**src/rtl/rom_burst_reader.sv**
```systemverilog
// Burst address sequencer for the 32x8 banked ROM. It streams registered ROM
// words downstream one beat per cycle, honours backpressure, and pulses done_o.
module rom_burst_reader #(
  parameter int ADDR_W = 5,
  parameter int DATA_W = 8,
  parameter int LEN_W  = ADDR_W + 1
) (
  input  logic              clk_i,
  input  logic              rst_ni,
  input  logic              req_valid_i,
  output logic              req_ready_o,
  input  logic [ADDR_W-1:0] req_addr_i,
  input  logic [LEN_W-1:0]  req_len_i,
  output logic [ADDR_W-1:0] rom_addr_o,
  input  logic [DATA_W-1:0] rom_data_i,
  output logic              rd_valid_o,
  input  logic              rd_ready_i,
  output logic [DATA_W-1:0] rd_data_o,
  output logic [ADDR_W-1:0] rd_addr_o,
  output logic              rd_last_o,
  output logic              done_o,
  output logic              busy_o
);

  // state  | meaning
  // IDLE   | waiting for a burst request, req_ready_o high
  // STREAM | presenting ROM addresses, loading the output stage
  // DRAIN  | all words loaded, holding the final beat until accepted
  // DONE   | one-cycle completion pulse
  typedef enum logic [1:0] {IDLE, STREAM, DRAIN, DONE} state_t;

  state_t            state_q, state_d;
  logic [ADDR_W-1:0] addr_q;
  logic [LEN_W-1:0]  rem_q;
  logic              load;
  logic              accept_req;
  logic              drain_accept;

  always_ff @(posedge clk_i or negedge rst_ni) begin
    if (!rst_ni) state_q <= IDLE;
    else         state_q <= state_d;
  end

  always_comb begin
    state_d      = state_q;
    load         = 1'b0;
    accept_req   = 1'b0;
    drain_accept = 1'b0;
    req_ready_o  = 1'b0;
    done_o       = 1'b0;
    case (state_q)
      IDLE: begin
        req_ready_o = 1'b1;
        if (req_valid_i) begin
          accept_req = 1'b1;
          state_d    = (req_len_i == '0) ? DONE : STREAM;
        end
      end
      STREAM: begin
        // Reload in the same cycle the held beat is taken: 1 beat/cycle.
        load = (!rd_valid_o || rd_ready_i) && (rem_q != '0);
        if (load && rem_q == LEN_W'(1)) state_d = DRAIN;
      end
      DRAIN: begin
        if (rd_ready_i) begin
          drain_accept = 1'b1;
          state_d      = DONE;
        end
      end
      DONE: begin
        done_o  = 1'b1;
        state_d = IDLE;
      end
      default: state_d = IDLE;
    endcase
  end

  always_ff @(posedge clk_i or negedge rst_ni) begin
    if (!rst_ni) begin
      addr_q     <= '0;
      rem_q      <= '0;
      rd_valid_o <= 1'b0;
      rd_data_o  <= '0;
      rd_addr_o  <= '0;
      rd_last_o  <= 1'b0;
    end else begin
      if (accept_req) begin
        addr_q <= req_addr_i;
        rem_q  <= req_len_i;
      end
      if (load) begin
        rd_data_o  <= rom_data_i;
        rd_addr_o  <= addr_q;
        rd_valid_o <= 1'b1;
        rd_last_o  <= (rem_q == LEN_W'(1));
        addr_q     <= addr_q + ADDR_W'(1);
        rem_q      <= rem_q - LEN_W'(1);
      end
      if (drain_accept) begin
        rd_valid_o <= 1'b0;
        rd_last_o  <= 1'b0;
      end
    end
  end

  assign rom_addr_o = addr_q;
  assign busy_o     = (state_q != IDLE);

endmodule

```
**config.mk**
```make
export PLATFORM = sky130hd
export DESIGN_NAME = rom_burst_reader
export DESIGN_NICKNAME = d
export VERILOG_FILES = /design/src/rtl/rom_burst_reader.sv
export SDC_FILE = /design/constraint.sdc
export NUM_CORES = 1
export LEC_CHECK = 0
export CORE_ASPECT_RATIO = 0.9
export CORE_MARGIN = 3
export CORE_UTILIZATION = 48
export CTS_BUF_LIST = sky130_fd_sc_hd__clkbuf_4 sky130_fd_sc_hd__clkbuf_8
export DETAILED_ROUTE_END_ITERATION = 7
export GPL_TIMING_DRIVEN = 1
export PLACE_DENSITY = 0.78
export SKIP_LAST_GASP = 1
export SYNTH_ARGS = -nofsm -noshare
export SYNTH_HDL_FRONTEND = slang
export SYNTH_SLANG_ARGS = --single-unit
```
**constraint.sdc**
```tcl
create_clock -name clk_i -period 2.3 [get_ports clk_i]
set_input_delay 0.23 -clock clk_i [delete_from_list [all_inputs] [get_ports clk_i]]
set_output_delay 0.23 -clock clk_i [all_outputs]
set_load 0.01 [all_outputs]
```
* Word level (Yosys, flattened, before mapping)
Cells that the tools add are included.
** Storage, ports and cells
- Register bits :: 28
- Logic and storage cells :: 47
- Input bits :: 23
- Output and inout bits :: 23
** Cells by class
- Muxes and demuxes :: 20
- Reductions and logical operators :: 11
- Eq/ne operators :: 7
- Add/subtract/negate cells :: 2
** Operators with widths (count)
- $mux 6 :: 2
- $mux 1 :: 11
- $mux 5 :: 2
- $mux 2 :: 4
- $pmux 2 s4 :: 1
- $eq 6x1->1 const B :: 1
- $logic_not 6->1 :: 1
- $ne 2x2->1 const B :: 3
- $reduce_bool 2->1 :: 3
- $reduce_bool 6->1 :: 1
- $sub 6x1->6 const B :: 1
- $add 5x1->5 const B :: 1
- $eq 2x2->1 const B :: 2
- $reduce_and 3->1 :: 1
- $eq 2x1->1 const B :: 1
- $logic_and 1x1->1 :: 2
- $logic_not 2->1 :: 1
- $logic_not 1->1 :: 1
- $logic_or 1x1->1 :: 1

* Logic depth before layout (Yosys ltp)
Gate-level depths: netlist of run 1.
- Depth in word-level cells :: 6
- Gate-level depth with buffers :: 8
- Mapped depth without buffers :: 6

* Least setup slack after synthesis of run 1
No wires, ideal clock.
- Path type :: reg2reg
- Start point :: reg rem_q[0]
- End point :: reg rem_q[3]
- Data required time :: 2174 ps
- Arrival :: 1925 ps
- Cell stages (with the launch flop) :: 7
- Setup slack :: 249 ps
- Period minus slack after synthesis :: 2051 ps
- Library setup time :: 126 ps
- Cell sequence :: dfrtp_1 -> inv_1 -> ha_1 -> or3b_4 -> o311a_4 -> mux2_4 -> a221o_1
** Between the ends
- Longest elaborated chain between the ends :: 4
- Elaborated cells on any way between the ends :: 6
** RTL lines
- start, declared :: line 34 : logic [LEN_W-1:0] rem_q;
- start signal, assigned :: line 89 : rem_q <= req_len_i;
- start signal, assigned :: line 97 : rem_q <= rem_q - LEN_W'(1);
- branches (longest 4 deep; another with $sub 6x1->6)
Several ways; the timed one is not identified.
A chain may end at the register's enable or synchronous reset.

* Worst setup path in the final report of run 1
Same ends and word-level chain as after synthesis.

==> impl_results.md, run 1 <==
- Post-synth net total: 188
- Post-synthesis sequential area ratio: 0.481
- GR Util All Layers: 0.208
- FF/Latch Area: 701 µm²
- Post-synthesis async set-or-reset flop share: 1.00
- RSZ-0062 raised after global routing: false
- Iter 0 DRT Violations: 108
- Placement Rows: 18
- P&R area growth vs syn: 38.7%
- IO Port Bufs: 45
- Sw Ratio: 0.404
- Final clock period utilization by the worst path: 0.960
- WL final: 3580 µm
- Die H: 58.3 µm
- Routability cong.: 0.823
- Synthesized area: 1460 µm²
- Clock power frac: 0.086
- Skew-Pair Late Insertion Delay: 0.32 ns
- Rel. slew slack: 0.646
- P_leak: 0.924 nW
- Maximum vdd drop: 0.000728 V
- Pwr Total: 2.68 mW
- Combined area of the multi-input logic cells: 711 µm²
- Initial Util: 0.517
- Yosys cell types: 36
- First-pass GRT wire length: 6150 µm
- CTS tree: built
- Post-synth EDFFs: 0
- Post-synthesis cell count: 158
- CTS Buf Count: 3
- # setup viols final: 0
- Fin. max-slew vios: 0
- CTS Sinks: 28
- Diodes inserted: 0
- Psw: 1.09 mW
- CP Data Required Time: 2.52 ns
- Vias in the first global route: 1373
- Initial antenna violation count: 0
- Clock tree buffer depth: 2
- Reg2Reg Setup Slack: 0.09 ns
- Crit path time final: 2.21 ns
- Die W: 64.1 µm
- Peak Freq: 453 MHz
- Core box area: 2820 µm²
- Fillers: 213
- TritonRoute pass-1 iters: 4
- Post-route ant nets: 0
- Worst-path clk slew: 0.14 ns
- Max_cap viols: 0
- Syn Area/Cell: 9.22 µm²
- Post-cts resize count: 0
- Vias per Instance: 5.45
- Synth area leader: dfrtp_1
- Top post-synthesis cells by area: dfrtp_1, nand2_1, ha_1
- Via count: 1352
- CP max FO: 6
- YS warnings: 0
- Critical path class: reg -> reg
- Reg power frac: 0.360
- Final Hold Fails: 0
- Hold WS: 0.269 ns
- Pwr Density: 1330 nW/µm²
- Final Util: 0.717
- HPWL after DPL: 2730 µm
- Congestion Overflow GR: 0
- Die area: 3730 µm²
- WL/cell: 14.4 µm
- Post-CTS setup buffers: 0
- DRC: 0
- Yosys top cell area share: 0.481
- Run status: complete, no violations
- Pin count of the biggest net entering global routing: 29
- H-tree depth: 1
- Cts hold-fix bufs: 0
- Yosys reg bits: 28
- Startpoint Class: register
- Worst clock skew: 0.00303 ns
- Cell Int Power: 1.60 mW
- Combinational Power Share: 0.554
- CP Capture Type: register
- Num ports: 46
- TNS Setup: 0 ns
- CP arrival: 2.43 ns
- Final nets: 239
- Clk root buf: clkbuf_4
- Prevailing post-synth register cell: dfrtp_1
- Slew at the pin with the worst max-slew slack: 0.530 ns
- Hold Path Class: in -> async
- Layout cells sized above 1: 0.0865
synth_stat cells (2+ instances only):
library cell  instances
nand2_1              51
dfrtp_1              28
a21oi_1               8
nor2_1                8
ha_1                  7
inv_1                 7
a221o_1               5
nand3_1               4
nand2b_1              3
nor3_1                3
a211oi_1              2
a31oi_1               2
buf_2                 2
clkbuf_1              2
nor4_1                2
o21ai_0               2
o22ai_1               2
or2_2                 2
path summary, 6_finish.rpt:
check / from / depth (start not counted) / end
hold reg to reg: rd_data_o[2]$_DFFE_PN0P_ / 2 / rd_data_o[2]$_DFFE_PN0P_
max in group asynchronous: rst_ni / 2 / rd_data_o[7]$_DFFE_PN0P_
setup / recovery: rem_q[0]$_DFFE_PN0P_ / 6 / rem_q[3]$_DFFE_PN0P_
hold / removal: rst_ni / 2 / rem_q[2]$_DFFE_PN0P_
setup reg to reg: rem_q[0]$_DFFE_PN0P_ / 6 / rem_q[3]$_DFFE_PN0P_
min in group clk_i: rom_data_i[6] / 3 / rd_data_o[6]$_DFFE_PN0P_
layout by cell type (no fill, tap or decap), drive strengths merged, types with 3 or more instances in the layout:
cell type       n
ha              7
a21oi           8
inv             7
a221o           5
nor3            3
nand3           4
buf             6
nand2b          3
dfrtp          28
clkbuf          4
clkdlybuf4s50  45
nand2          51
nor2            8
stage by stage:
stage / cells / worst slack (ns) / cell area (µm²)
floorplan: 158 / 0.249 / 1460
finish: 248 / 0.0930 / 2020
detailed placement: 244 / 0.105 / 1980
global placement: 244 / 0.188 / 1980
CTS: 248 / 0.0524 / 2020
global route: 248 / 0.0281 / 2020
sequential cells by signal, indices dropped and copies added, names as in the netlist:
register / flops
rd_addr_o: 5
rd_data_o: 8
rd_last_o: 1
rd_valid_o: 1
rem_q: 6
rom_addr_o: 5
state_q: 2
layout make-up:
cell class	instances	share of cell area
tap	40	0.0248
inverter	7	0.0130
clock buffer	4	0.0180
timing repair buffer	51	0.245
multi-input combinational	118	0.352
sequential	28	0.347
worst max-delay path, stage by stage (launching register included):
cell and delay [ns]:
dfrtp_1 0.45, inv_1 0.08, ha_1 0.20, or3b_4 0.43, o311a_4 0.36, mux2_4 0.30, a221o_1 0.30
power by group through the flow:
stage,registers (mW),logic (mW),clock network (mW)
2_1_floorplan,0.994,0.792,0
3_3_place_gp,0.949,1.44,0
3_5_place_dp,0.972,1.48,0
4_1_cts,0.961,1.49,0.239
5_1_grt,1.00,1.65,0.261
6_report,0.966,1.49,0.231
logic make-up (layout without fill, tap and decap cells):
family | Yosys count | in the layout | synth area share
muxes | 3 | 3 | 0.0249
and+or+nand+nor | 79 | 79 | 0.238
adders and majority gates | 7 | 7 | 0.0601
AOI/OAI and AO/OA | 28 | 28 | 0.157
DFF | 28 | 28 | 0.481
buffers and inverters | 12 | 62 | 0.0326
xor gates and xnor gates | 1 | 1 | 0.00601
layer usage:
layer | routed length (µm) | global-route usage | vias to the layer above | share of wire
li1 | - | - | 642 | -
met1 | 1590 | 0.270 | 647 | 0.44
met2 | 1720 | 0.355 | 59 | 0.48
met3 | 235 | 0.0426 | 4 | 0.066
met4 | 29 | 0.0554 | 0 | 0.0081
met5 | 0 | 0 | - | 0
Note: power is estimated with default switching activity, not from simulation.
==> inputs of run 2 (changes only) <==
Settings changed: CORE_MARGIN 3 to not set, CORE_UTILIZATION 48 to 35, PLACE_DENSITY 0.78 to not set.
==> impl_results.md, run 2 (same netlist as run 1, synthesis figures left out) <==
- Reg power frac: 0.342 (-0.018)
- Reg2Reg Setup Slack: 0.09 ns (about the same)
- Die area: 4420 µm² (+19%)
- Startpoint Class: register
- P_leak: 0.942 nW (+1.9%)
- CP Data Required Time: 2.46 ns (-0.06 ns)
- Die W: 70.0 µm (+9.3%)
- Largest Register: rd_data_o
- Placement Rows: 21 (+3)
- WL met1: 1770 µm (+11%)
- Num ports: 46 (unchanged)
- Clk root buf: clkbuf_8
- Met2 WL post-DR: 1760 µm (+2.6%)
- DRC: 0 (unchanged)
- Psw: 1.10 mW (+1.7%)
- Initial Util: 0.380 (-0.138)
- R2R Path Start: rem_q[1]$_DFFE_PN0P_
- Vias in the first global route: 1377 (+0.29%)
- Rel. slew slack: 0.728 (+0.0826)
- Final clock period utilization by the worst path: 0.961 (+0.00179)
- CTS Sinks: 28 (unchanged)
- Pin count of the biggest net entering global routing: 29 (unchanged)
- Peak Freq: 452 MHz (-0.19%)
- Run status: complete, no violations
- Combinational Power Share: 0.550 (-0.004)
- Clock power frac: 0.109 (+0.023)
- Largest regs: rd_data_o x8, rem_q x6
- Final Hold Fails: 0 (unchanged)
- CP arrival: 2.38 ns (-0.05 ns)
- Routability cong.: 0.861 (+4.6%)
- WL final: 3690 µm (+3.2%)
- Final nets: 240 (+0.42%)
- TritonRoute pass-1 iters: 6 (+2)
- Max_cap viols: 0 (unchanged)
- Most frequent cells in the layout: nand2_1, clkdlybuf4s50_1, dfrtp_1
- Fin. max-slew vios: 0 (unchanged)
- First-pass GRT wire length: 6350 µm (+3.4%)
- WL/cell: 14.5 µm (+0.33%)
- CP Capture Type: register
- Critical path class: reg -> reg
- Pwr Density: 1350 nW/µm² (+1.7%)
- # setup viols final: 0 (unchanged)
- Skew-Pair Late Insertion Delay: 0.27 ns (-0.05 ns)
- HPWL after DPL: 2720 µm (-0.39%)
- Worst R2R End: rem_q[3]$_DFFE_PN0P_
- P&R area growth vs syn: 41.8%
- CP endpoint: rem_q[3]$_DFFE_PN0P_
- Critical Path Start: rem_q[1]$_DFFE_PN0P_
- Worst-path clk slew: 0.10 ns (-0.04 ns)
- Sw Ratio: 0.396 (-0.00869)
- Hold Path Class: in -> async
- Worst clock skew: 0.00471 ns (+0.00168 ns)
- Uppermost routed layer: met4
- CTS tree: built
- Clock tree buffer depth: 2 (unchanged)
- Initial antenna violation count: 0 (unchanged)
- H-tree depth: 1 (unchanged)
- Core box area: 3840 µm² (+36%)
- TNS Setup: 0 ns (unchanged)
- R2R depth: 6 (unchanged)
- Max reg flops: 8 (unchanged)
- Commonest non-fill, non-tap cell in the layout: nand2_1
- RSZ-0062 raised after global routing: false
- IO Port Bufs: 45 (unchanged)
- CP max FO: 4 (-2)
- GR Util All Layers: 0.179 (-0.0286)
- CTS Buf Count: 3 (unchanged)
- Post-route ant nets: 0 (unchanged)
- Cell Int Power: 1.69 mW (+5.5%)
- Die H: 63.2 µm (+8.5%)
- Crit path time final: 2.21 ns (+0.00412 ns)
- Congestion Overflow GR: 0 (unchanged)
- Maximum vdd drop: 0.000684 V (-5.9%)
- Cts hold-fix bufs: 0 (unchanged)
- Final Util: 0.538 (-0.179)
- Iter 0 DRT Violations: 98 (-9.3%)
- Via count: 1330 (-1.6%)
- Layout cells sized above 1: 0.0909 (+0.00437)
- Slew at the pin with the worst max-slew slack: 0.404 ns (-0.126 ns)
- Vias per Instance: 5.22 (-4.3%)
- Diodes inserted: 0 (unchanged)
- Metal3 WL: 139 µm (-41%)
==> run 2: worst min path at each step <==
stage	start	to	slack, ns	cells after the start
detailed placement	rd_addr_o[0]$_DFFE_PN0P_	rd_addr_o[0]$_DFFE_PN0P_	0.47	2
global route	rst_ni	state_q[1]$_DFFE_PN0P_	0.36	2
floorplan	rst_ni	rd_addr_o[0]$_DFFE_PN0P_	-0.07	0
CTS	rst_ni	rem_q[5]$_DFFE_PN0P_	0.35	2
finish	rst_ni	state_q[1]$_DFFE_PN0P_	0.33	2
global placement	rd_data_o[6]$_DFFE_PN0P_	rd_data_o[6]$_DFFE_PN0P_	0.46	2
==> run 2: through the flow <==
| stage | total power, mW | hold slack [ns] | setup slack, ns | instances | cell area (µm²) |
|---|---|---|---|---|---|
| floorplan | 1.79 | -0.0656 | 0.249 | 158 | 1460 |
| global placement | 2.42 | 0.460 | 0.151 | 249 | 1990 |
| detailed placement | 2.47 | 0.468 | 0.0901 | 249 | 1990 |
| CTS | 2.79 | 0.355 | 0.0767 | 253 | 2050 |
| global route | 3.02 | 0.362 | 0.0211 | 255 | 2060 |
| finish | 2.79 | 0.333 | 0.0888 | 255 | 2060 |
==> run 2: cell type report <==
cell class	instances	area (µm²)
fill	351	1770
timing repair buffer	52	515
multi-input combinational	118	708
sequential	28	702
tap	46	57.6
inverter	7	26.3
clock buffer	4	55.1
==> run 2: what timing repair did <==
| action | 4_1_cts | 5_1_grt |
|---|---|---|
| endpoints found under the setup margin | 0 | 1 |
| gates resized for setup | 0 | 1 |
| setup buffers | 0 | 2 |
==> run 2: critical path: stages, from the launching register on <==
cell	delay [ns]
dfrtp_1	0.41
inv_1	0.09
ha_1	0.19
or3b_4	0.43
o311a_4	0.40
mux2_4	0.30
a221o_1	0.29
==> run 2: per-layer routing <==
metal / GRT usage / vias up
li1: - / 644
met1: 0.239 / 640
met2: 0.299 / 44
met3: 0.0384 / 2
met4: 0.0375 / 0
met5: 0 / -
==> run 2: power by group through the flow <==
| stage | sequential (mW) | clock (mW) | combinational [mW] |
|---|---|---|---|
| 2_1_floorplan | 0.994 | 0 | 0.792 |
| 3_3_place_gp | 0.953 | 0 | 1.47 |
| 3_5_place_dp | 0.968 | 0 | 1.50 |
| 4_1_cts | 0.959 | 0.312 | 1.52 |
| 5_1_grt | 0.991 | 0.332 | 1.70 |
| 6_report | 0.954 | 0.303 | 1.53 |
